### src/rtl/uart_rx_keypad.sv
// 8N1 serial receiver for the keypad link: recovers bytes and decodes the
// ASCII symbols '0'-'9' and 'u' back into the 4-bit switch code on the LEDs.
module uart_rx_keypad #(
   parameter int CLKS_PER_BIT = 5702
) (
   input  logic       sysclk,
   input  logic       rst_n,
   input  logic       rx,
   output logic [7:0] data,
   output logic       data_valid,
   output logic       frame_err,
   output logic [3:0] leds,
   output logic       char_err
);

   localparam int CNT_W = $clog2(CLKS_PER_BIT + 1);
   localparam logic [CNT_W-1:0] HALF_CNT = CNT_W'(CLKS_PER_BIT / 2 - 1);
   localparam logic [CNT_W-1:0] FULL_CNT = CNT_W'(CLKS_PER_BIT - 1);

   typedef enum logic [2:0] {
      IDLE,
      START,
      DATA,
      STOP,
      WAIT_HIGH
   } state_t;

   state_t           state_q, state_d;
   logic [CNT_W-1:0] cnt_q, cnt_d;
   logic [2:0]       bit_idx_q, bit_idx_d;
   logic [7:0]       shift_q, shift_d;
   logic [7:0]       data_q, data_d;
   logic             data_valid_q, data_valid_d;
   logic             frame_err_q, frame_err_d;
   logic [3:0]       leds_q, leds_d;
   logic             char_err_q, char_err_d;
   logic             rx_meta_q, rx_s_q;

   always_comb begin
      state_d      = state_q;
      cnt_d        = cnt_q;
      bit_idx_d    = bit_idx_q;
      shift_d      = shift_q;
      data_d       = data_q;
      data_valid_d = 1'b0;
      frame_err_d  = 1'b0;
      case (state_q)
         IDLE: begin
            cnt_d     = '0;
            bit_idx_d = 3'd0;
            if (!rx_s_q) state_d = START;
         end
         START: begin
            // Mid-start-bit check rejects glitches shorter than half a bit
            if (cnt_q == HALF_CNT) begin
               cnt_d     = '0;
               bit_idx_d = 3'd0;
               state_d   = rx_s_q ? IDLE : DATA;
            end else begin
               cnt_d = cnt_q + CNT_W'(1);
            end
         end
         DATA: begin
            if (cnt_q == FULL_CNT) begin
               cnt_d              = '0;
               shift_d[bit_idx_q] = rx_s_q;
               if (bit_idx_q == 3'd7) state_d = STOP;
               else                   bit_idx_d = bit_idx_q + 3'd1;
            end else begin
               cnt_d = cnt_q + CNT_W'(1);
            end
         end
         STOP: begin
            if (cnt_q == FULL_CNT) begin
               cnt_d = '0;
               if (rx_s_q) begin
                  data_d       = shift_q;
                  data_valid_d = 1'b1;
                  state_d      = IDLE;
               end else begin
                  frame_err_d = 1'b1;
                  state_d     = WAIT_HIGH;
               end
            end else begin
               cnt_d = cnt_q + CNT_W'(1);
            end
         end
         WAIT_HIGH: begin
            // A held-low line (break) must end before another start is accepted
            cnt_d = '0;
            if (rx_s_q) state_d = IDLE;
         end
         default: begin
            state_d = IDLE;
            cnt_d   = '0;
         end
      endcase
   end

   always_comb begin
      leds_d     = leds_q;
      char_err_d = 1'b0;
      if (data_valid_q) begin
         if (data_q >= 8'h30 && data_q <= 8'h39) leds_d = data_q[3:0];
         else if (data_q == 8'h75)               leds_d = 4'b1111;
         else                                    char_err_d = 1'b1;
      end
   end

   always_ff @(posedge sysclk) begin
      if (!rst_n) begin
         state_q      <= IDLE;
         cnt_q        <= '0;
         bit_idx_q    <= 3'd0;
         shift_q      <= 8'h00;
         data_q       <= 8'h00;
         data_valid_q <= 1'b0;
         frame_err_q  <= 1'b0;
         leds_q       <= 4'b0000;
         char_err_q   <= 1'b0;
         rx_meta_q    <= 1'b1;
         rx_s_q       <= 1'b1;
      end else begin
         state_q      <= state_d;
         cnt_q        <= cnt_d;
         bit_idx_q    <= bit_idx_d;
         shift_q      <= shift_d;
         data_q       <= data_d;
         data_valid_q <= data_valid_d;
         frame_err_q  <= frame_err_d;
         leds_q       <= leds_d;
         char_err_q   <= char_err_d;
         rx_meta_q    <= rx;
         rx_s_q       <= rx_meta_q;
      end
   end

   assign data       = data_q;
   assign data_valid = data_valid_q;
   assign frame_err  = frame_err_q;
   assign leds       = leds_q;
   assign char_err   = char_err_q;

endmodule

### config.mk
export PLATFORM = sky130hd
export DESIGN_NAME = uart_rx_keypad
export DESIGN_NICKNAME = d
export VERILOG_FILES = /design/src/rtl/uart_rx_keypad.sv
export SDC_FILE = /design/constraint.sdc
export NUM_CORES = 1
export LEC_CHECK = 0
export CORE_MARGIN = 2
export CORE_UTILIZATION = 57
export DETAILED_ROUTE_END_ITERATION = 10
export PLACE_DENSITY = 0.83
export SLEW_MARGIN = 10
export SYNTH_ARGS = -nofsm -noshare
export SYNTH_HDL_FRONTEND = slang
export SYNTH_SLANG_ARGS = --single-unit
### constraint.sdc
create_clock -name sysclk -period 2.68 [get_ports sysclk]
set_input_delay 0.804 -clock sysclk [delete_from_list [all_inputs] [get_ports sysclk]]
set_output_delay 0.804 -clock sysclk [all_outputs]
set_load 0.01 [all_outputs]
==> results.ini, run 1 <==
[outcome]
status = complete, no violations

[sta]
finalSetupViolCount = 0
grt_setup_unrepaired = no
slew_headroom = 0.404
clock.fmax_ghz = 0.472
min_period_ns = 2.12
tightest_slew_ns = 0.887
final-max-slew-violation-count = 0
finalHoldViolations = 0
skew_ns = 0.00343
setup_tns_ns = 0
finalCritPeriodShare = 0.791

[grt]
antenna_found_initial = 0
grt_max_degree = 20
grt_overflow = 0
grt_pass1_wl_mm = 7.33
grt_usage = 0.223
grt_pass1_vias = 1584

[worst_setup_path]
cp_cell_sequence = nor4b_1 > buf_4 > a31oi_1 > o21ai_1 > nor2_1
r2r_cells = 5
cp_max_fo = 13
crit_required_ns = 2.83
crit_arrival_ns = 2.27
worstSetupPathType = register to register
rr_endpoint = cnt_q[4]
end_kind = register
reg2reg_slack_ns = 0.56
slowest_delay_ns = 0.74
reg2reg_from = cnt_q[9]
critPathSlowestCell = o21ai_1
startpoint_type = register

[synthesis]
ys_warn_count = 0
synth.yosys.seq_area_share = 0.420
synth-async-reset-ratio = 0
synth_edf_count = 0
synth_fp_nets = 246
synth_cell_types = 47
postSynthCellCount = 238
syn_area_per_cell_sq_um = 8.81
ys.flop_type = dfxtp_1
syn-cell-area_sq_um = 2100
synth.ff_latch_count = 44

[floorplanning]
io_pins = 18
rows = 22
die_height_microns = 64.6
dieArea_sq_um = 4180
start_util = 0.581
die_x_microns = 64.6
core_sq_um = 3610

[clock_network]
cts_tree = done
cts_root_buf = clkbuf_8
hold_buffers = 0
cts_made_buffers = 5
path_clk_slew_ns = 0.08
numClockSinks = 44
post_cts_buffers = 0
clockBufferDepth = 2
insertion_delay_ns = 0.29
cts-resized-gates = 0
htree_levels = 2

[finish]
layout.nets = 261
fin_util = 0.660
mostFrequentLayoutCells = dfxtp_1 (44), nand2_1 (19), a21oi_1 (19), nor2_1 (19), clkdlybuf4s50_1 (17)
syn2layout_area_growth_pct = 13.6
layout_commonest_cell = dfxtp_1
register_area_sq_um = 881
drive_above_1_share = 0.0748
fin_cells = 302
multiInputGateArea_sq_um = 1130
diodes = 0
final.fill_count = 305

[hold_path]
hp-start = rx_meta_q
worstHoldEndpoint = rx_s_q
min_path_cells = 1
hold_class = register to register

[route]
ant_nets = 0
routedWlPerCell_microns = 14.2
drc_errors = 0
wirelength_mm = 4.28
vias = 1789
dr.first_iter.drc_count = 118
dr.pass1.iters = 4
via_per_inst = 5.92

[power]
power_leakage_uw = 0.000752
vdd_drop_max_mv = 0.398
power.density_nw_per_um2 = 465

[flow_run]
maxCapViolCount = 0

[placed_design]
io_buffer_count = 17
hpwl_mm = 3.00
routabilityCongestion = 0.820
place_inst = 294

## worst max path at each step
stage,startpoint,end,cells past startpoint
after floorplan,cnt_q[4],shift_q[0],5
after global placement,rst_n,cnt_q[4],4
after detailed placement,rst_n,cnt_q[4],4
after CTS,cnt_q[6],cnt_q[4],4
after global routing,cnt_q[6],cnt_q[3],4
final,cnt_q[9],cnt_q[4],5
## cell families after synthesis
kind of cell	count (synthesis)	share of synthesized area
adder cells (fa/ha/maj)	5	0.0299
buffers and inverters	19	0.0418
XOR/XNOR	10	0.0418
AND/OR/NAND/NOR	103	0.290
flip-flops	44	0.420
AO/OA/AOI/OAI	57	0.176
## per-stage QoR
stage	instance area, sq um	power (uW)	hold slack (ns)	worst slack (ns)
detailed placement	2290	695	0.403	0.389
global placement	2290	695	0.405	0.428
floorplan	2100	686	0.386	0.754
CTS	2380	1120	0.421	0.530
global route	2380	1150	0.459	0.306
finish	2380	1110	0.415	0.559
## layout make-up
cell class	count	area share
multi-input cells	175	0.473
flip-flops and latches	44	0.370
repair buffers	20	0.0809
clock buffers	7	0.0363
well taps	48	0.0252
inverters	7	0.0110
clock inverters	1	0.00315
## cells in the mapped netlist (all sizes together), types with 4 or more instances
cell / count / area share
nor4b: 4 / 0.017
nand4: 4 / 0.012
xor2: 9 / 0.038
nor3: 4 / 0.0096
inv: 6 / 0.011
a21oi: 19 / 0.045
nor2: 19 / 0.034
o31ai: 10 / 0.036
o21ai: 12 / 0.029
ha: 5 / 0.030
clkbuf: 9 / 0.016
dfxtp: 44 / 0.42
nand2: 19 / 0.034
nand2b: 4 / 0.012
nand3: 14 / 0.033
or3: 10 / 0.032
nor4bb: 5 / 0.024
## worst max-delay path: cells and delay by family, from the launching register on
family	cells	cell delay, ns
compound gates	2	0.86
simple gates	2	0.45
flops	1	0.47
buf+inv	1	0.20
## state kept, by name, indices dropped and copies added, names as in the netlist
signal,count
bit_idx_q,3
rx_s_q,1
frame_err,1
state_q,3
cnt_q,13
data_valid,1
data,8
leds,4
rx_meta_q,1
shift_q,8
char_err,1
## routing by layer
metal | up-vias | global-route usage | wire length [microns]
li1 | 902 | - | -
met1 | 847 | 0.272 | 1890
met2 | 35 | 0.402 | 2220
met3 | 5 | 0.0521 | 143
met4 | 0 | 0.0399 | 31
met5 | - | 0 | 0
## power breakdown
group	switching, uW	internal, uW
combinational	14.5	7.16
clock	217	209
sequential	2.84	655
Note: power is estimated with default switching activity, not from simulation.
==> run 2, diff against run 1 <==
==> constraint.sdc (replaced) <==
create_clock -name sysclk -period 2.06 [get_ports sysclk]
set_input_delay 0.618 -clock sysclk [delete_from_list [all_inputs] [get_ports sysclk]]
set_output_delay 0.618 -clock sysclk [all_outputs]
set_load 0.01 [all_outputs]
==> run 2 against run 1 <==
Clock power grew 31%. Largest cell class unchanged. Final cell count grew 4.3%. Non-clock buffer count grew 11. Combinational power grew 52%. Count of clock-buffer cells in the layout is the same. Highest routed layer unchanged. First-iteration DRC count shrank 20%. Via count grew 4.7%. Final area grew 5.5%.
==> results.ini, run 2 (synthesis gave the netlist of run 1 again) <==
[route]
wirelength_mm = 4.60  ; +7.4%
routedWlPerCell_microns = 14.6  ; +3.0%
drc_errors = 0  ; unchanged
dr.pass1.iters = 4  ; unchanged
vias = 1873  ; +4.7%
ant_nets = 0  ; unchanged
via_per_inst = 5.95  ; +0.37%
dr.first_iter.drc_count = 94  ; -20%

[finish]
mostFrequentLayoutCells = dfxtp_1 (42), nand2_1 (19), a21oi_1 (19), nor2_1 (19), clkdlybuf4s50_1 (17)
top_register = cnt_q
layout_commonest_cell = dfxtp_1
largest_reg_flops = 13  ; unchanged
drive_above_1_share = 0.139  ; +0.0638
syn2layout_area_growth_pct = 19.8
fin_cells = 315  ; +4.3%
diodes = 0  ; unchanged
layout.nets = 274  ; +5.0%

[worst_setup_path]
rr_endpoint = shift_q[5]
crit_start = cnt_q[0]
crit_end = shift_q[5]
end_kind = register
startpoint_type = register
r2r_cells = 5  ; unchanged
reg2reg_from = cnt_q[0]
cp_max_fo = 6  ; -7
crit_required_ns = 2.29  ; -0.54 ns
reg2reg_slack_ns = 0.09  ; -0.47 ns
worstSetupPathType = register to register
crit_arrival_ns = 2.20  ; -0.07 ns

[sta]
finalSetupViolCount = 0  ; unchanged
skew_ns = 0.0137  ; +0.0103 ns
tightest_slew_ns = 0.558  ; -0.329 ns
finalCritPeriodShare = 0.956  ; +0.164
min_period_ns = 1.97  ; -0.152 ns
timing.final.ws_setup_ns = 0.0912  ; -0.468 ns
slew_headroom = 0.628  ; +0.223
clock.fmax_ghz = 0.508  ; +7.7%
final-max-slew-violation-count = 0  ; unchanged
hold_slack_ns = 0.461  ; +0.0458 ns
grt_setup_unrepaired = no
finalHoldViolations = 0  ; unchanged

[placed_design]
io_buffer_count = 17  ; unchanged
hpwl_mm = 3.06  ; +1.9%
place_ws_ns = -0.0414  ; -0.431 ns
place_inst = 305  ; +3.7%
routabilityCongestion = 0.777  ; -5.2%

[floorplanning]
die_height_microns = 64.6  ; unchanged
die_x_microns = 64.6  ; unchanged
io_pins = 18  ; unchanged
core_sq_um = 3610  ; unchanged
rows = 22  ; unchanged
dieArea_sq_um = 4180  ; unchanged
start_util = 0.581  ; unchanged

[clock_network]
hold_buffers = 0  ; unchanged
clockBufferDepth = 2  ; unchanged
htree_levels = 2  ; unchanged
cts_root_buf = clkbuf_8
numClockSinks = 44  ; unchanged
cts_made_buffers = 5  ; unchanged
cts_tree = done
path_clk_slew_ns = 0.08  ; about the same
insertion_delay_ns = 0.30  ; about the same
post_cts_buffers = 0  ; unchanged

[hold_path]
hold_class = register to register
min_path_cells = 1  ; unchanged

[grt]
grt_usage = 0.225  ; +0.00222
antenna_found_initial = 0  ; unchanged
grt_pass1_wl_mm = 7.40  ; +0.85%
grt_overflow = 0  ; unchanged
grt_pass1_vias = 1665  ; +5.1%
grt_max_degree = 20  ; unchanged

[outcome]
status = complete, no violations

[power]
power_leakage_uw = 0.000814  ; +8.2%
power.density_nw_per_um2 = 577  ; +24%
vdd_drop_max_mv = 0.318  ; -20%

[flow_run]
maxCapViolCount = 0  ; unchanged

==> run 2: cell types whose count changed in the layout (fill, tap and decap cells not counted), moves of 2 or more <==
| cell | previous run | this run |
|---|---|---|
| dfxtp_2 | 0 | 2 |
| buf_4 | 3 | 14 |
| or4_4 | 1 | 3 |
| dfxtp_1 | 44 | 42 |
==> run 2: stage by stage <==
stage               cell area, sq um  power (uW)   util  TNS (ns)
detailed placement              2370         908  0.657    -0.312
CTS                             2470        1460  0.684         0
global placement                2370         907  0.657         0
floorplan                       2100         893      -         0
finish                          2510        1450  0.696         0
global route                    2510        1500  0.696         0
==> run 2: per-layer routing <==
metal / track usage / vias to the layer above / routed length (microns)
met1: 0.267 / 885 / 2020
met3: 0.0538 / 7 / 196
met4: 0.0824 / 0 / 55
li1: - / 938 / -
met2: 0.395 / 43 / 2330
met5: 0 / - / 0
==> run 2: power by group <==
part           internal (uW)  switching [uW]
logic                   12.0            20.9
clock network            272             288
registers                852            3.85
==> run 2: cell type report <==
| cell class | count | area (sq um) |
|---|---|---|
| clock buffer | 7 | 86.3 |
| clock inverter | 1 | 7.51 |
| multi-input combinational | 177 | 1170 |
| timing repair buffer | 31 | 275 |
| fill | 297 | 1090 |
| sequential | 44 | 883 |
| inverter | 7 | 26.3 |
| tap | 48 | 60.1 |
==> run 2: critical path, stage by stage, from the launching register on <==
cell and delay (ns):
dfxtp_2 0.38, ha_2 0.23, nand4bb_4 0.15, or4_4 0.60, or3_1 0.37, a21oi_1 0.17
==> run 2: worst min path at each step <==
| stage | startpoint | endpoint | slack (ns) |
|---|---|---|---|
| after floorplan | rx_meta_q | rx_s_q | 0.39 |
| after global placement | rx_meta_q | rx_s_q | 0.39 |
| after detailed placement | rx_meta_q | rx_s_q | 0.43 |
| after CTS | rx_meta_q | rx_s_q | 0.45 |
| after global routing | rx_meta_q | rx_s_q | 0.48 |
| final | rx_meta_q | rx_s_q | 0.46 |
==> run 2: repair_timing <==
| item | 4_1_cts | 5_1_grt |
|---|---|---|
| hold endpoints to repair | 0 | 0 |
| gates resized for setup | 1 | 6 |
| cloned | 0 | 2 |
| setup endpoints to repair | 13 | 8 |
| pin swaps | 0 | 1 |
